$ cat config.mk
export PLATFORM = sky130hd
export DESIGN_NAME = clz_iter_ctrl
export DESIGN_NICKNAME = d
export VERILOG_FILES = /design/src/rtl/clz_pkg.sv /design/src/rtl/clz_chunk.sv /design/src/rtl/clz_iter_ctrl.sv
export SDC_FILE = /design/constraint.sdc
export NUM_CORES = 1
export LEC_CHECK = 0
export CAP_MARGIN = 10
export CORE_MARGIN = 4
export CORE_UTILIZATION = 49
export CTS_CLUSTER_SIZE = 25
export DETAILED_ROUTE_END_ITERATION = 8
export GPL_TIMING_DRIVEN = 0
export HOLD_SLACK_MARGIN = 0.12
export PLACE_DENSITY = 0.79
export SETUP_SLACK_MARGIN = 0.05
export SLEW_MARGIN = 20
export SYNTH_ARGS = -nofsm -noshare
export SYNTH_HDL_FRONTEND = slang
export SYNTH_SLANG_ARGS = --single-unit
$ cat constraint.sdc
create_clock -name clk_i -period 2.7 [get_ports clk_i]
set_input_delay 0.54 -clock clk_i [delete_from_list [all_inputs] [get_ports clk_i]]
set_output_delay 0.54 -clock clk_i [all_outputs]
set_load 0.03 [all_outputs]
$ cat src/rtl/clz_pkg.sv
// rtl/clz_pkg.sv - shared types and sizing for the iterative CLZ/CLO sequencer
package clz_pkg;

  typedef enum logic [1:0] {
    IDLE = 2'd0,
    SCAN = 2'd1,
    DONE = 2'd2
  } state_t;

  localparam int CLZ_WIDTH  = 32;
  localparam int CLZ_CHUNK  = 8;
  localparam int CLZ_CHUNKS = CLZ_WIDTH / CLZ_CHUNK;
  localparam int CLZ_CNT_W  = $clog2(CLZ_WIDTH) + 1;

endpackage

$ cat src/rtl/clz_chunk.sv
// rtl/clz_chunk.sv - combinational leading-zero count of one chunk
// Output is CHUNK when the chunk is all zero.
module clz_chunk #(
  parameter int CHUNK = 8,
  parameter int LZ_W  = $clog2(CHUNK + 1)
) (
  input  logic [CHUNK-1:0] chunk_i,
  output logic [LZ_W-1:0]  lz_o
);

  // Ascending scan: the highest set bit is visited last and therefore wins.
  always_comb begin
    lz_o = LZ_W'(CHUNK);
    for (int i = 0; i < CHUNK; i++) begin
      if (chunk_i[i]) begin
        lz_o = LZ_W'(CHUNK - 1 - i);
      end
    end
  end

endmodule

$ cat src/rtl/clz_iter_ctrl.sv
// rtl/clz_iter_ctrl.sv - multi-cycle CLZ/CLO sequencer, one chunk per cycle
// Stalls the pipeline from issue through the resolving scan; result is held.
module clz_iter_ctrl
  import clz_pkg::*;
#(
  parameter int WIDTH = CLZ_WIDTH,
  parameter int CHUNK = CLZ_CHUNK
) (
  input  logic             clk_i,
  input  logic             rst_i,
  input  logic             start_i,
  input  logic             op_clo_i,
  input  logic [WIDTH-1:0] a_i,
  input  logic             flush_i,
  output logic             busy_o,
  output logic             done_o,
  output logic [31:0]      result_o,
  output logic             stall_o
);

  localparam int CHUNKS = WIDTH / CHUNK;
  localparam int CNT_W  = $clog2(WIDTH) + 1;
  localparam int LZ_W   = $clog2(CHUNK + 1);

  state_t             state_q, state_d;
  logic [WIDTH-1:0]   opnd_q, opnd_d;
  logic [CNT_W-1:0]   cnt_q, cnt_d;
  logic [CNT_W-1:0]   idx_q, idx_d;
  logic [31:0]        result_q, result_d;
  logic [LZ_W-1:0]    lz_w;

  clz_chunk #(
    .CHUNK (CHUNK),
    .LZ_W  (LZ_W)
  ) u_chunk (
    .chunk_i (opnd_q[WIDTH-1 -: CHUNK]),
    .lz_o    (lz_w)
  );

  always_ff @(posedge clk_i or posedge rst_i) begin
    if (rst_i) begin
      state_q  <= IDLE;
      opnd_q   <= '0;
      cnt_q    <= '0;
      idx_q    <= '0;
      result_q <= '0;
    end else begin
      state_q  <= state_d;
      opnd_q   <= opnd_d;
      cnt_q    <= cnt_d;
      idx_q    <= idx_d;
      result_q <= result_d;
    end
  end

  // CLO is folded into CLZ by inverting the operand at latch time.
  always_comb begin
    state_d  = state_q;
    opnd_d   = opnd_q;
    cnt_d    = cnt_q;
    idx_d    = idx_q;
    result_d = result_q;
    stall_o  = 1'b0;
    unique case (state_q)
      IDLE: begin
        stall_o = start_i;
        if (start_i && !flush_i) begin
          state_d = SCAN;
          opnd_d  = op_clo_i ? ~a_i : a_i;
          cnt_d   = '0;
          idx_d   = '0;
        end
      end
      SCAN: begin
        stall_o = 1'b1;
        if (flush_i) begin
          state_d = IDLE;
        end else if (lz_w < LZ_W'(CHUNK)) begin
          result_d = 32'(cnt_q + CNT_W'(lz_w));
          state_d  = DONE;
        end else if (idx_q == CNT_W'(CHUNKS - 1)) begin
          result_d = 32'(WIDTH);
          state_d  = DONE;
        end else begin
          cnt_d  = cnt_q + CNT_W'(CHUNK);
          idx_d  = idx_q + CNT_W'(1);
          opnd_d = opnd_q << CHUNK;
        end
      end
      DONE: begin
        stall_o = start_i;
        if (flush_i) begin
          state_d = IDLE;
        end else if (start_i) begin
          state_d = SCAN;
          opnd_d  = op_clo_i ? ~a_i : a_i;
          cnt_d   = '0;
          idx_d   = '0;
        end else begin
          state_d = IDLE;
        end
      end
      default: begin
        state_d = IDLE;
      end
    endcase
  end

  assign busy_o   = (state_q == SCAN);
  assign done_o   = (state_q == DONE);
  assign result_o = result_q;

endmodule

; Word level (Yosys, flattened, before mapping)
; Index checks and enable logic that the tools add are counted.
[totals]
ramBits = 0
elab_cells = 67
n_memories = 0
romBits = 0
in_bits = 37
out_inout_bits = 35
ff_bits = 78
latch_bits = 0
[op_classes]
order_cmp = 1
add_sub_neg = 3
n_bitwise = 2
muxes = 37
n_mul = 0
n_eq_ne = 10
reduce_logical = 9
shift = 0
div = 0
[ops]
columns = op, count
row1 = two-way mux 32 bit, 9
row2 = case mux 32 bit (3 select lines), 1
row3 = two-way mux 6 bit, 9
row4 = case mux 6 bit (3 select lines), 2
row5 = two-way mux 4 bit, 8
row6 = inverter 32 bit, 1
row7 = != test 2 bit (second input constant), 6
row8 = two-way mux 2 bit, 4
row9 = adder 6 x 4 -> 7 bit, 1
row10 = AND reduction 7 bit, 1
row11 = adder 6 x 1 -> 6 bit (second input constant), 1
row12 = adder 6 x 4 -> 6 bit (second input constant), 1
row13 = equality test 6 x 2 -> 1 bit (second input constant), 1
row14 = case mux 2 bit (3 select lines), 1
row15 = < comparator 4 bit (second input constant), 1
row16 = != test 4 x 2 -> 1 bit (second input constant), 1
row17 = AND reduction 3 bit, 1
row18 = nonzero test 3 bit, 1
row19 = equality test 2 x 1 -> 1 bit (second input constant), 1
row20 = equality test 2 bit (second input constant), 1
row21 = zero test 2 bit, 1
row22 = two-way mux 1 bit, 2
row23 = case mux 1 bit (2 select lines), 1
row24 = AND reduction 2 bit, 1
row25 = 5 further kinds, 5

; Depth between registers and ports, before layout
; Gate-level depths: netlist of the first run.
[depth]
depth_word = 12
mapped_depth = 6
mapped_depth_nobuf = 6

; Cells and area by module
; From an unflattened synthesis of the first run, not the netlist that was laid out.
[hier_totals]
hier_cells = 323
area_unflattened_um2 = 2879.0
[modules_own_cells]
columns = module, seq_area_each_um2, n_inst, area_per_inst_um2, cells_each
row1 = clz_iter_ctrl, 1251.2, 1, 2792.7, 309
row2 = clz_chunk, 0.0, 1, 86.3, 14

; Worst setup path after synthesis of the first run
; No wires, ideal clock.
[synth_path]
kind = input -> register
from = input port flush_i
to = register opnd_q[0]
setup_time_ns = 0.121
t_arrival_ns = 1.924
required_time_ns = 2.579
slack_ns = 0.655
path_stages = 5
n_path_buf = 1
cell_sequence = or3b_1 a2111oi_4 nor2_2 buf_2 a22o_1
[synth_via]
elab_chain_len = 4
word_cells_on_any_way = 6
classes_between = 3 x eq/ne / 3 x reduce/logical
[synth_rtl]
columns = element, line_no
row1 = "start, declared", clz_iter_ctrl.sv:14  ; input logic flush_i,
row2 = zero test 1 bit, clz_iter_ctrl.sv:67  ; if (start_i && !flush_i) begin
row3 = logical AND 1 bit, clz_iter_ctrl.sv:67
row4 = != test 2 bit (no source line), --
row5 = AND reduction 7 bit (no source line) (*), --
row6 = "end signal, assigned", clz_iter_ctrl.sv:49  ; opnd_q <= opnd_d;
row7 = "end, declared", clz_iter_ctrl.sv:26  ; logic [WIDTH-1:0] opnd_q, opnd_d;
; Every way passes the cells marked *; elsewhere a longest branch is shown, timed or not.
; A chain may end at the register's enable or synchronous reset.

; Worst setup path in the final report of the first run
[layout_path]
from = register state_q[1]
to = output port busy_o
[layout_via]
elab_chain_len = 1
[layout_rtl]
columns = element, line_no
row1 = "start, declared", clz_iter_ctrl.sv:25  ; state_t state_q, state_d;
row2 = "start signal, assigned", clz_iter_ctrl.sv:48  ; state_q <= state_d;
row3 = equality test 2 x 1 -> 1 bit, clz_iter_ctrl.sv:109  ; assign busy_o = (state_q == SCAN);
row4 = "end, declared", clz_iter_ctrl.sv:15  ; output logic busy_o,
; No other way between the ends.

==> metrics.json, run 1 <==
{
  "outcome": "completed",
  "hold_slack_ns": 0.509,
  "worst_clock_skew_ns": 0.00852,
  "critical-path-slowest-cell": "sky130_fd_sc_hd__dlygate4sd2_1",
  "core-area_mm2": 0.00554,
  "maxClockFrequency_mhz": 406,
  "place_hpwl_mm": 4.65,
  "antenna_violations_before_repair": 0,
  "detail_route.wl_per_cell_um": 13.1,
  "fp.dieArea_mm2": 0.00705,
  "timing.critical_path.to_type": "primary output",
  "final_weighted_congestion_of_routability_driven_global_placement": 0.795,
  "grt_setup_unrepaired": "no",
  "floorplan.initialDensity": 0.510,
  "syn-mean-instance-area_um2": 9.15,
  "io_pins": 72,
  "crit_path_max_fanout": 10,
  "grt_remaining_overflow": 0,
  "slew_viol_final": 0,
  "worst_slew_pin_slew_ns": 0.718,
  "p_total_mw": 2.09,
  "syn_area_mm2": 0.00283,
  "cp.arrival_ns": 1.92,
  "synth-seq-area-share": 0.443,
  "finalSetupViolCount": 0,
  "min_period_over_period": 0.912,
  "grt_max_degree": 32,
  "detail_route.vias_per_cell": 5.01,
  "final_antenna_net_count": 0,
  "irDropWorstVdd_mv": 0.277,
  "die_h_um": 84.0,
  "relSlewSlack": 0.521,
  "via_count": 2300,
  "crit_path_start_kind": "flip-flop",
  "top_family_by_delay_on_critical_path": "buffers and inverters",
  "drc": 0,
  "first_iter_violations": 100,
  "worst_skew_pair.late_latency_ns": 0.31,
  "cts_made_buffers": 5,
  "final_wirelength_mm": 6.00,
  "grt.met3_usage": 0.0444,
  "postSynthCellCount": 309,
  "critical_path_buf_inv_count": 3,
  "critical_path_required_ns": 2.16,
  "timing.max_cap.violations": 0,
  "grt_most_used_layer": "met2",
  "finalCoreUtilization": 0.644,
  "grt_util_all_layers": 0.178,
  "yosys_register_bits": 50,
  "insertedDiodeCount": 0,
  "clockRootBuffer": "sky130_fd_sc_hd__clkbuf_8",
  "detailedRoute.firstPassIterationCount": 4,
  "cts_buffer_depth": 2,
  "worstHoldPathType": "flip-flop to flip-flop",
  "post_synth_num_cell_types": 39,
  "flow.area_growth_from_synthesis_pct": 26.2,
  "first_pass_grt_wire_length_mm": 10.3,
  "drive_gt1_frac": 0.121,
  "fill_cells": 493,
  "fin_nets": 426,
  "power_per_cell_area_mw_per_mm2": 585,
  "leakagePower_nw": 1.68,
  "crit_path_max_incr_delay_ns": 0.45,
  "io_buffer_count": 45,
  "die-width_um": 84.0,
  "worst_setup_hold_path_clk_slew_ns": 0.08,
  "finalHoldViolCount": 0,
  "placed_cells": 451,
  "tritoncts": "yes",
  "cts_num_sinks": 50,
  "yosys_warnings": 0,
  "grt_util_met1": 0.209,
  "gr-usage-met2": 0.326,
  "post_cts_hold_buffer_count": 0,
  "crit_path_cell_trace": "nand2b_1 -> inv_2 -> clkbuf_1 -> dlygate4sd2_1",
  "depth_of_the_cts_h_tree": 2,
  "grt_pass1_vias": 2282,
  "number_of_rows_in_the_core_area": 27,
  "layout.cells.non_filler": 459,
  "setup.worst_path.class": "flip-flop to primary output",
  "timing.final.crit_period_ns": 2.46
}
synth_stat cells, drive strengths merged:
library cell | instances | area share
inv | 8 | 0.011
or4 | 2 | 0.0066
a2bb2oi | 1 | 0.0031
o21ai | 15 | 0.027
dfrtp | 50 | 0.44
nand2b | 3 | 0.0066
a2111oi | 1 | 0.0097
o31ai | 1 | 0.0027
nor2b | 2 | 0.0044
xnor2 | 26 | 0.081
buf | 33 | 0.080
nor2 | 33 | 0.045
or2 | 3 | 0.0066
and3b | 1 | 0.0031
xor2 | 9 | 0.028
o22ai | 19 | 0.042
a21oi | 28 | 0.050
mux2 | 1 | 0.0040
nand3b | 1 | 0.0027
and3 | 3 | 0.0066
o22a | 1 | 0.0031
nand2 | 30 | 0.040
ha | 3 | 0.013
nand3 | 2 | 0.0035
a32o | 1 | 0.0035
a22o | 12 | 0.037
nor3b | 2 | 0.0053
conb | 1 | 0.0013
or3b | 1 | 0.0031
a21bo | 1 | 0.0035
clkbuf | 11 | 0.015
a211oi | 2 | 0.0053
a21o | 2 | 0.0053
power by group:
group	leakage [nW]	switching [mW]	internal, mW
Sequential	0.645	0.0959	0.892
Clock	0.0482	0.243	0.207
Combinational	0.986	0.352	0.298
Total	1.68	0.691	1.40
sequential cells by signal, indices dropped and copies added (netlist names):
signal,flops
state_q,2
opnd_q,32
idx_q,6
result_o,7
cnt_q,3
layout make-up:
| class | instances | area (µm²) | area share |
|---|---|---|---|
| Multi-Input combinational cell | 231 | 1370 | 0.383 |
| Sequential cell | 50 | 1250 | 0.351 |
| Timing Repair Buffer | 46 | 469 | 0.132 |
| Buffer | 44 | 268 | 0.0751 |
| Tap cell | 72 | 90.1 | 0.0253 |
| Clock buffer | 7 | 86.3 | 0.0242 |
| Inverter | 8 | 30.0 | 0.00842 |
| Clock inverter | 1 | 5.00 | 0.00140 |
per-layer routing:
layer | part of all wire | vias to the layer above
li1 | - | 1154
met1 | 0.41 | 1077
met2 | 0.52 | 63
met3 | 0.060 | 6
met4 | 0.0090 | 0
met5 | 0 | -
final timing paths:
kind                                                end  cells past startpoint  slack, ns                    start
worst max-delay path                             busy_o                      4       0.24   state_q[1]$_DFFE_PP0P_
worst min-delay path            result_o[4]$_DFFE_PP0P_                      1       0.51  result_o[4]$_DFFE_PP0P_
worst max register to register    opnd_q[1]$_DFFE_PP0P_                      5       0.43   opnd_q[29]$_DFFE_PP0P_
min in group asynchronous        opnd_q[11]$_DFFE_PP0P_                      2       0.55                    rst_i
max in group asynchronous        opnd_q[31]$_DFFE_PP0P_                      3       1.64                    rst_i
worst min register to register  result_o[4]$_DFFE_PP0P_                      1       0.51  result_o[4]$_DFFE_PP0P_
stage by stage:
| stage | cell area (µm²) | setup TNS (ns) | worst slack [ns] |
|---|---|---|---|
| floorplan | 2920 | 0 | 0.655 |
| detailed placement | 3480 | -0.479 | -0.0465 |
| global route | 3570 | 0 | 0.0969 |
| finish | 3570 | 0 | 0.239 |
| global placement | 3460 | 0 | 0.00183 |
| CTS | 3570 | 0 | 0.238 |
what timing repair did:
item | 4_1_cts | 5_1_grt
setup endpoints to repair | 1 | 0
endpoints found under the hold margin | 0 | 0
setup buffers | 0 | 0
resized for setup | 1 | 0
placed cells by master (no fill, tap or decap), drive strengths merged:
cell type,count
o22ai,19
dfrtp,50
a21o,2
and3b,1
nor3b,2
or3b,1
ha,3
or2,3
xnor2,26
or4,2
o21ai,15
clkinv,1
a211oi,2
a32o,1
a2bb2oi,1
dlygate4sd2,1
o22a,1
nand3,2
a21bo,1
nand3b,1
buf,34
nand2b,3
a2111oi,1
nand2,30
inv,8
a21oi,28
conb,25
a22o,12
mux2,1
xor2,9
clkbuf,18
nor2,33
clkdlybuf4s50,44
and3,3
nor2b,2
o31ai,1
cell families after synthesis:
family	count (synthesis)	synth area share
and+or+nand+nor	83	0.133
other	1	0.00133
adders and majority gates	3	0.0133
DFF	50	0.443
buffers and inverters	52	0.105
muxes	1	0.00398
AOI/OAI and AO/OA	84	0.192
xor gates and xnor gates	35	0.108
No activity file was read; power rests on OpenSTA's default activity.
==> inputs of run 2 (changes only) <==
--- a/config.mk
+++ b/config.mk
@@ -5,6 +5,7 @@
 export SDC_FILE = /design/constraint.sdc
 export NUM_CORES = 1
 export LEC_CHECK = 0
+export ABC_CLOCK_PERIOD_IN_PS = 2700
 export CAP_MARGIN = 10
 export CORE_MARGIN = 4
 export CORE_UTILIZATION = 49
@@ -13,7 +14,7 @@
 export GPL_TIMING_DRIVEN = 0
 export HOLD_SLACK_MARGIN = 0.12
 export PLACE_DENSITY = 0.79
-export SETUP_SLACK_MARGIN = 0.05
+export SETUP_SLACK_MARGIN = 0.02
 export SLEW_MARGIN = 20
 export SYNTH_ARGS = -nofsm -noshare
 export SYNTH_HDL_FRONTEND = slang
==> results of run 2 <==
The final DEF is identical to that of run 1; final timing and power are the same.
